<file path="config.mk">
export PLATFORM = sky130hd
export DESIGN_NAME = oursring_resp_arb
export DESIGN_NICKNAME = d
export VERILOG_FILES = /design/src/rtl/oursring_resp_arb_pkg.sv /design/src/rtl/oursring_resp_arb_rr_arb.sv /design/src/rtl/oursring_resp_arb.sv
export SDC_FILE = /design/constraint.sdc
export NUM_CORES = 1
export LEC_CHECK = 0
export ABC_AREA = 0
export BUFFER_PORTS_ARGS = -buffer_cell sky130_fd_sc_hd__buf_2
export CORE_AREA = 2 2 158 160
export DETAILED_ROUTE_END_ITERATION = 10
export DIE_AREA = 0 0 160 162
export PLACE_DENSITY = 0.69
export SETUP_SLACK_MARGIN = 0.1
export SKIP_CTS_REPAIR_TIMING = 1
export SLEW_MARGIN = 0
export SYNTH_ARGS = -nofsm -noshare
export SYNTH_HDL_FRONTEND = slang
export SYNTH_SLANG_ARGS = --single-unit
</file>
<file path="constraint.sdc">
create_clock -name clk -period 3.7 [get_ports clk]
set_clock_uncertainty 0.05 [all_clocks]
set_input_delay 0.185 -clock clk [delete_from_list [all_inputs] [get_ports clk]]
set_output_delay 0.185 -clock clk [all_outputs]
set_load 0.02 [all_outputs]
</file>
<file path="src/rtl/oursring_resp_arb_pkg.sv">
// Shared types and helpers for the oursring response arbiter.
// The R/B response structs mirror the shared oursring interface typedefs.
package oursring_resp_arb_pkg;

    typedef struct packed {
        logic [3:0]  rid;
        logic [63:0] rdata;
        logic [1:0]  rresp;
        logic        rlast;
    } oursring_resp_if_r_t;

    typedef struct packed {
        logic [3:0] bid;
        logic [1:0] bresp;
    } oursring_resp_if_b_t;

    localparam int RESP_R_W = $bits(oursring_resp_if_r_t);
    localparam int RESP_B_W = $bits(oursring_resp_if_b_t);

    // Width of a source index; a single source still gets a 1-bit field.
    function automatic int src_w_of(input int n);
        return (n > 1) ? $clog2(n) : 1;
    endfunction

    // Candidate source 'off' positions after the last grant, wrapping at n.
    function automatic int rr_index(input int last, input int off, input int n);
        return (last + off) % n;
    endfunction

endpackage

</file>
<file path="src/rtl/oursring_resp_arb_rr_arb.sv">
// Round-robin arbiter with a one-deep registered output slot.
// Holds the last-grant pointer, picks the next requester after it and
// captures the winning payload together with its source index.
module oursring_rr_arb
    import oursring_resp_arb_pkg::*;
#(
    parameter int N_SRC = 4,
    parameter int WIDTH = 8,
    localparam int SRC_W = src_w_of(N_SRC)
) (
    input  logic                        clk,
    input  logic                        rstn,
    input  logic [N_SRC-1:0][WIDTH-1:0] i_data,
    input  logic [N_SRC-1:0]            i_valid,
    output logic [N_SRC-1:0]            i_ready,
    output logic [WIDTH-1:0]            o_data,
    output logic                        o_valid,
    input  logic                        o_ready,
    output logic [SRC_W-1:0]            o_src
);

    // Reset pointer at the last source so source 0 wins the first grant.
    localparam logic [SRC_W-1:0] PTR_RST = SRC_W'(N_SRC - 1);

    logic [SRC_W-1:0] ptr_r;
    logic [SRC_W-1:0] cand_s;
    logic [SRC_W-1:0] gidx_s;
    logic [N_SRC-1:0] grant_s;
    logic             found_s;
    logic             slot_free_s;
    logic             accept_s;

    // Search requesters starting just after the last grant; first hit wins.
    always_comb begin
        grant_s = '0;
        gidx_s  = '0;
        cand_s  = '0;
        found_s = 1'b0;
        for (int off = 1; off <= N_SRC; off++) begin
            cand_s = SRC_W'(rr_index(int'(ptr_r), off, N_SRC));
            if (!found_s && i_valid[cand_s]) begin
                grant_s[cand_s] = 1'b1;
                gidx_s          = cand_s;
                found_s         = 1'b1;
            end else begin
                found_s = found_s;
            end
        end
    end

    // The slot can take a beat when empty or when its beat leaves this cycle;
    // o_ready only reaches the source-side ready, never o_valid.
    always_comb begin
        slot_free_s = !o_valid || o_ready;
        accept_s    = found_s && slot_free_s;
        i_ready     = grant_s & {N_SRC{slot_free_s}};
    end

    // Output slot and pointer: load on accept, empty on drain, hold on stall.
    always_ff @(posedge clk or negedge rstn) begin
        if (!rstn) begin
            ptr_r   <= PTR_RST;
            o_valid <= 1'b0;
            o_src   <= '0;
            o_data  <= '0;
        end else if (accept_s) begin
            ptr_r   <= gidx_s;
            o_valid <= 1'b1;
            o_src   <= gidx_s;
            o_data  <= i_data[gidx_s];
        end else if (slot_free_s) begin
            o_valid <= 1'b0;
        end else begin
            o_valid <= o_valid;
        end
    end

endmodule

</file>
<file path="src/rtl/oursring_resp_arb.sv">
// Merges N_SRC oursring response sources onto one response interface.
// R and B channels are arbitrated by two independent round-robin slots.
module oursring_resp_arb
    import oursring_resp_arb_pkg::*;
#(
    parameter int N_SRC = 4,
    parameter int SRC_W = src_w_of(N_SRC)
) (
    input  logic                           clk,
    input  logic                           rstn,
    input  logic [N_SRC-1:0][RESP_R_W-1:0] i_resp_if_r,
    input  logic [N_SRC-1:0]               i_resp_if_rvalid,
    output logic [N_SRC-1:0]               i_resp_if_rready,
    input  logic [N_SRC-1:0][RESP_B_W-1:0] i_resp_if_b,
    input  logic [N_SRC-1:0]               i_resp_if_bvalid,
    output logic [N_SRC-1:0]               i_resp_if_bready,
    output logic [RESP_R_W-1:0]            o_resp_if_r,
    output logic                           o_resp_if_rvalid,
    input  logic                           o_resp_if_rready,
    output logic [SRC_W-1:0]               o_resp_if_r_src,
    output logic [RESP_B_W-1:0]            o_resp_if_b,
    output logic                           o_resp_if_bvalid,
    input  logic                           o_resp_if_bready,
    output logic [SRC_W-1:0]               o_resp_if_b_src
);

    oursring_rr_arb #(
        .N_SRC (N_SRC),
        .WIDTH (RESP_R_W)
    ) u_r_arb (
        .clk     (clk),
        .rstn    (rstn),
        .i_data  (i_resp_if_r),
        .i_valid (i_resp_if_rvalid),
        .i_ready (i_resp_if_rready),
        .o_data  (o_resp_if_r),
        .o_valid (o_resp_if_rvalid),
        .o_ready (o_resp_if_rready),
        .o_src   (o_resp_if_r_src)
    );

    oursring_rr_arb #(
        .N_SRC (N_SRC),
        .WIDTH (RESP_B_W)
    ) u_b_arb (
        .clk     (clk),
        .rstn    (rstn),
        .i_data  (i_resp_if_b),
        .i_valid (i_resp_if_bvalid),
        .i_ready (i_resp_if_bready),
        .o_data  (o_resp_if_b),
        .o_valid (o_resp_if_bvalid),
        .o_ready (o_resp_if_bready),
        .o_src   (o_resp_if_b_src)
    );

endmodule

</file>
======== Word-level counts from Yosys, hierarchy flattened ========
Cells that the tools add are included.
Widths: inputs -> output; s select.
cells by class
  add/sub/neg operators ................... 8
  magnitude comparators ................... 18
  muxes and demuxes ....................... 64
  bitwise operators ....................... 8
  reduce and logical (&&, ||, !) cells .... 28
operators with widths
  kind                 count
  $bmux 71 s2          1
  $mux 71              1
  $mux 4               8
  $lt 2x3->1 const B   10
  $mux 1               28
  $or 4x4->4           6
  $bmux 1 s2           8
  $demux 1 s2          8
  $ge 2x1->1 const B   8
  $logic_and 1x1->1    16
  $mux 2               8
  $bmux 6 s2           1
  $add 2x1->2 const B  4
  $add 2x2->2 const B  4
  $and 4x4->4          2
  $logic_not 1->1      8
  $mux 6               1
  $reduce_bool 2->1    2
  $logic_or 1x1->1     2
storage, ports and cells
  flip-flop bits (word level) ............. 87
  input bits .............................. 320
  logic and storage cells ................. 134

======== Depth between registers and ports, before layout ========
  word-level depth ........................ 15
  depth in mapped cells ................... 11

======== By module ========
Synthesis repeated with hierarchy kept, for this count alone.
second synthesis, totals
  cell total of the unflattened synthesis .. 1592
  area total of the unflattened synthesis .. 12144.1 um^2
by module, submodules not included
  module                      instances  cells an instance  area each (um^2)  seq. area each (um^2)
  oursring_rr_arb at u_r_arb  1          1478               10940.5           1904.3
  oursring_rr_arb at u_b_arb  1          114                1203.7            277.8

======== Least setup slack after synthesis ========
Ideal clock, no wire load.
  path type ............................... register to register
  from .................................... register u_r_arb.ptr_r[1]
  to ...................................... register u_r_arb.o_data[0]
  arrival time ............................ 2733 ps
  required time ........................... 3508 ps
  slack ................................... 775 ps
  cell stages (with the launch flop) ...... 12
  buffers on the path ..................... 3
  period minus slack after synthesis ...... 2925 ps
  path through ............................ dfstp_2 > buf_2 > inv_1 > ha_1 > mux4_2 > a21o_1 > a22oi_4 > a21boi_4 > buf_12 > buf_12 > mux2i_1 > o221ai_1
on the way
  longest elaborated chain between the ends .. 15
  elaborated cells on any way between the ends .. 29
ends and longest elaborated chain
  item                           line                            text
  start, declared                oursring_resp_arb_rr_arb.sv:25  logic [SRC_W-1:0] ptr_r;
  start signal, assigned         oursring_resp_arb_rr_arb.sv:67  ptr_r <= gidx_s;
  $add 2x1->2                    oursring_resp_arb_pkg.sv:27     return (last + off) % n;
  $bmux 1 s2                     oursring_resp_arb_rr_arb.sv:41  if (!found_s && i_valid[cand_s]) begin
  $mux 1 (implied by the code)   oursring_resp_arb_rr_arb.sv:41
  $mux 1                         oursring_resp_arb_rr_arb.sv:41
  $logic_not 1->1                oursring_resp_arb_rr_arb.sv:41
  $logic_and 1x1->1              oursring_resp_arb_rr_arb.sv:41
  $mux 1                         oursring_resp_arb_rr_arb.sv:41
  $logic_not 1->1                oursring_resp_arb_rr_arb.sv:41
  $logic_and 1x1->1              oursring_resp_arb_rr_arb.sv:41
  $mux 1                         oursring_resp_arb_rr_arb.sv:41
  $logic_not 1->1                oursring_resp_arb_rr_arb.sv:41
  $logic_and 1x1->1              oursring_resp_arb_rr_arb.sv:41
  $mux 2                         oursring_resp_arb_rr_arb.sv:41
  $bmux 71 s2                    oursring_resp_arb_rr_arb.sv:70  o_data <= i_data[gidx_s];
  $mux 71 (implied by the code)  oursring_resp_arb_rr_arb.sv:70
  end signal, assigned           oursring_resp_arb_rr_arb.sv:70
  end, declared                  oursring_resp_arb_rr_arb.sv:16  output logic [WIDTH-1:0] o_data,
Parallel ways exist; a longest one is shown, timed or not. The select of a mux whose other input is x is not followed.
A chain may end at the register's enable or synchronous reset.

======== Final worst setup path ========
  from .................................... register u_r_arb.ptr_r[1]
  to ...................................... register u_r_arb.o_data[56]
The elaborated chain is that of the path after synthesis.

==> summary.md <==
| Metric | Value |
|---|---|
| Initial cell density of the core | `30.1%` |
| Number of global-route vias before repair | `8090` |
| Worst Path Class, Setup | `register to register` |
| Largest net degree at the start of global routing | `85` |
| Vias | `8209` |
| Sequential area share after synthesis | `a little under a third` |
| Die width | `~160 µm` |
| Gate power share | `69.7%` |
| DRC Markers | `0` |
| Post-Syn Nets | `1130` |
| Cell Chain, Critical Path | `inv_1, ha_1, mux4_2, a21o_1, a22oi_4, buf_4, buf_6, o221ai_1, o221ai_1` |
| Internal | `4.49 mW` |
| Clock share of power | `a little over a tenth` |
| Switch share | `51.4%` |
| CP required | `roughly 3.9 ns` |
| Worst-path clk slew | `0.07 ns` |
| Ys async rst share | `100%` |
| IO buf count | `roughly 400` |
| Initial antenna violation count | `1` |
| Antenna cells | `0` |
| Fill cells | `2483` |
| CP Max Fanout | `36` |
| Most frequent CP cell | `o221ai_1` |
| Total clock buffers created by CTS | `9` |
| Flop pwr share | `19.3%` |
| Unrepaired setup endpoints after global routing | `no` |
| Measured slew at the worst slew-check pin | `0.962 ns` |
| Synth Flop Type | `dfrtp_1` |
| Row Count | `57` |
| Final hold violations | `0` |
| Synth warn | `0` |
| Final Cycle Share | `between 90% and 100%` |
| Hold Path Origin | `i_resp_if_r[55]` |
| Die Y | `162 µm` |
| Delay-heaviest family, CP | `buffers and inverters` |
| Outcome | `completed` |
| Pre-Repair DR Iteration Count | `7` |
| Pleak | `4.58 nW` |
| Fin worst setup slack | `between 0.3 and 0.4 ns` |
| RD Place Congestion | `0.863` |
| Total power | `between 9 and 10 mW` |
| DP Worst Slack | `0.246 ns` |
| Final cell count without fillers | `1484` |
| CP max-delay cell | `dfstp_2` |
| Layout Nets | `~1500` |
| Boundary pin count | `just over 400` |
| Critical Path End Type | `register` |
| Grt ovf | `0` |
| Max-cap violations | `0` |
| Power Dens Cells | `about 940 nW/µm²` |
| Buf/Inv on CP | `3` |
| CTS tree | `yes` |
| Die ar. | `25900 µm²` |
| Cells after Synth | `794` |
| Syn Std Cell Area | `7250 µm²` |
| Post-synth EDFFs | `0` |
| Area delta synth->final | `35.0%` |
| Worst flop-to-flop path startpoint | `u_r_arb.ptr_r[1]` |
| Unique masters post-synth | `51` |
| CP arrival | `about 3.6 ns` |
| Switching pwr | `~4.8 mW` |
| GR Util All Layers | `approximately a fifth` |
| Hold slack final | `0.100 ns` |
| Hold path cells | `3` |
| Multi-input logic area | `4570 µm²` |
| R2r worst-path depth | `9` |
| Reg2Reg Setup Slack | `approximately 0.31 ns` |
| Minimum clock period | `approximately 3.4 ns` |
| Core area | `roughly 24000 µm²` |
| Reg area | `roughly 2200 µm²` |
| Vias/cell | `5.53` |
| Root Driver | `clkbuf_16` |
| HPWL after DPL | `21100 µm` |
| Startpoint types | `register` |
| CP peak stage delay | `roughly 0.69 ns` |
| Depth of the CTS H-tree | `3` |
| Rel. slew slack | `35.9%` |
| Clock sink total | `87` |
| Worst R2R End | `u_r_arb.o_data[56]` |
| Dpl cells | `1467` |
| Total routed wirelength | `28200 µm` |
| Share of layout cells above drive strength 1 | `~40%` |
| Slew Viols, Final | `0` |
| Worst VDD drop | `0.866 mV` |
| HP Class | `input port to register` |
| Final setup viols | `0` |
| #FFs+latches synth | `87` |
| Fmax | `between 0.2 and 0.3 GHz` |
| Average cell area after synthesis | `between 9 and 10 µm²` |
| Buffer depth of the longest clock path | `2` |
| Clk_lat worst skew | `0.35 ns` |
| Post-DR wirelength/cell | `19.0 µm` |
| TNS Setup | `0 ns` |
| Global-route wire length before repair | `43400 µm` |
| DRT iter0 DRCs | `705` |
| Hold-critical path endpoint | `u_r_arb.o_data[55]` |
| Post-route ant nets | `0` |
==> layout make-up <==
class	instances	area share [%]
clock buffers	9	2.30
flip-flops and latches	87	22.3
repair buffers	432	23.2
inverters	7	0.268
multi-input cells	618	46.7
clock inverters	7	0.984
well taps	324	4.14
==> cell usage in the layout (no fill, tap or decap), types with 5 or more instances in the layout <==
cell type	netlist	final
o221ai_1	145	145
inv_1	5	5
mux2i_1	84	84
a211oi_1	70	70
buf_4	3	17
clkbuf_16	0	9
dfrtp_1	83	83
o22ai_1	6	6
nand2b_1	6	6
mux4_2	5	5
o21ai_1	5	5
nor2b_1	75	75
a221oi_1	8	8
nor2_1	46	45
nand2_1	86	85
a21oi_1	9	9
nor3_1	7	7
ha_1	16	16
o21ai_0	10	10
buf_2	13	409
==> metal layers <==
| metal | vias up | global-route usage [%] | routed length [µm] |
|---|---|---|---|
| met5 | - | 0 | 13 |
| met4 | 2 | 9.62 | 1110 |
| met3 | 62 | 5.18 | 2100 |
| met2 | 426 | 37.0 | 13900 |
| met1 | 3867 | 24.0 | 11000 |
| li1 | 3852 | - | - |
==> synth_stat cells (6+ instances only) <==
library cell	n	area (µm²)
ha_1	16	200
mux2i_1	84	841
a21oi_1	9	45.0
nor3_1	7	35.0
nor2b_1	75	469
dfrtp_1	83	2080
a211oi_1	70	526
nand2_1	86	323
o22ai_1	6	37.5
o221ai_1	145	1270
buf_12	8	160
nand2b_1	6	37.5
nor2_1	46	173
clkbuf_1	53	199
o21ai_0	10	50.1
buf_2	13	65.1
a221oi_1	8	70.1
==> per-stage QoR <==
stage          instance area (µm²)  util [%]
2_1_floorplan                 7250         -
3_3_place_gp                  9450      39.2
3_5_place_dp                  9450      39.2
4_1_cts                       9780      40.6
5_1_grt                       9790      40.6
6_report                      9790      40.6
==> worst max-delay path by stage <==
| stage | from | to | slack, ns | cells after the start |
|---|---|---|---|---|
| floorplan | u_r_arb.ptr_r[1] | u_r_arb.o_data[0] | 0.78 | 11 |
| global placement | u_r_arb.ptr_r[0] | u_r_arb.o_data[36] | 0.38 | 8 |
| detailed placement | u_r_arb.ptr_r[1] | u_r_arb.o_data[41] | 0.25 | 9 |
| CTS | u_r_arb.ptr_r[1] | u_r_arb.o_data[56] | 0.23 | 9 |
| global route | u_r_arb.ptr_r[1] | u_r_arb.o_data[53] | 0.19 | 9 |
| finish | u_r_arb.ptr_r[1] | u_r_arb.o_data[56] | 0.31 | 9 |
==> power by group through the flow <==
stage          clock network, mW  logic (mW)  registers [mW]
4_1_cts                     1.05        6.44            1.79
3_5_place_dp                   0        6.42            1.80
2_1_floorplan                  0        4.48            2.25
5_1_grt                     1.10        6.98            1.85
3_3_place_gp                   0        6.34            1.79
6_report                    1.02        6.45            1.78
==> state kept, by name, indices dropped and copies added (netlist names) <==
name,count
u_b_arb.o_data,6
u_r_arb.o_valid,1
u_r_arb.o_data,71
u_b_arb.o_src,2
u_b_arb.o_valid,1
u_r_arb.ptr_r,2
u_b_arb.ptr_r,2
u_r_arb.o_src,2
==> cells by family after synthesis <==
| logic type | after synthesis | share of synthesized area, % |
|---|---|---|
| and+or+nand+nor | 235 | 15.7 |
| muxes | 93 | 13.8 |
| AOI/OAI and AO/OA | 271 | 30.2 |
| buffers and inverters | 89 | 7.09 |
| xor gates and xnor gates | 3 | 0.362 |
| DFF | 87 | 30.1 |
| adders and majority gates | 16 | 2.76 |
==> worst min-delay path, stage by stage <==
cell	delay [ns]
buf_2	0.09
a211oi_1	0.06
o221ai_1	0.14
Power figures use the tool's default switching activity.
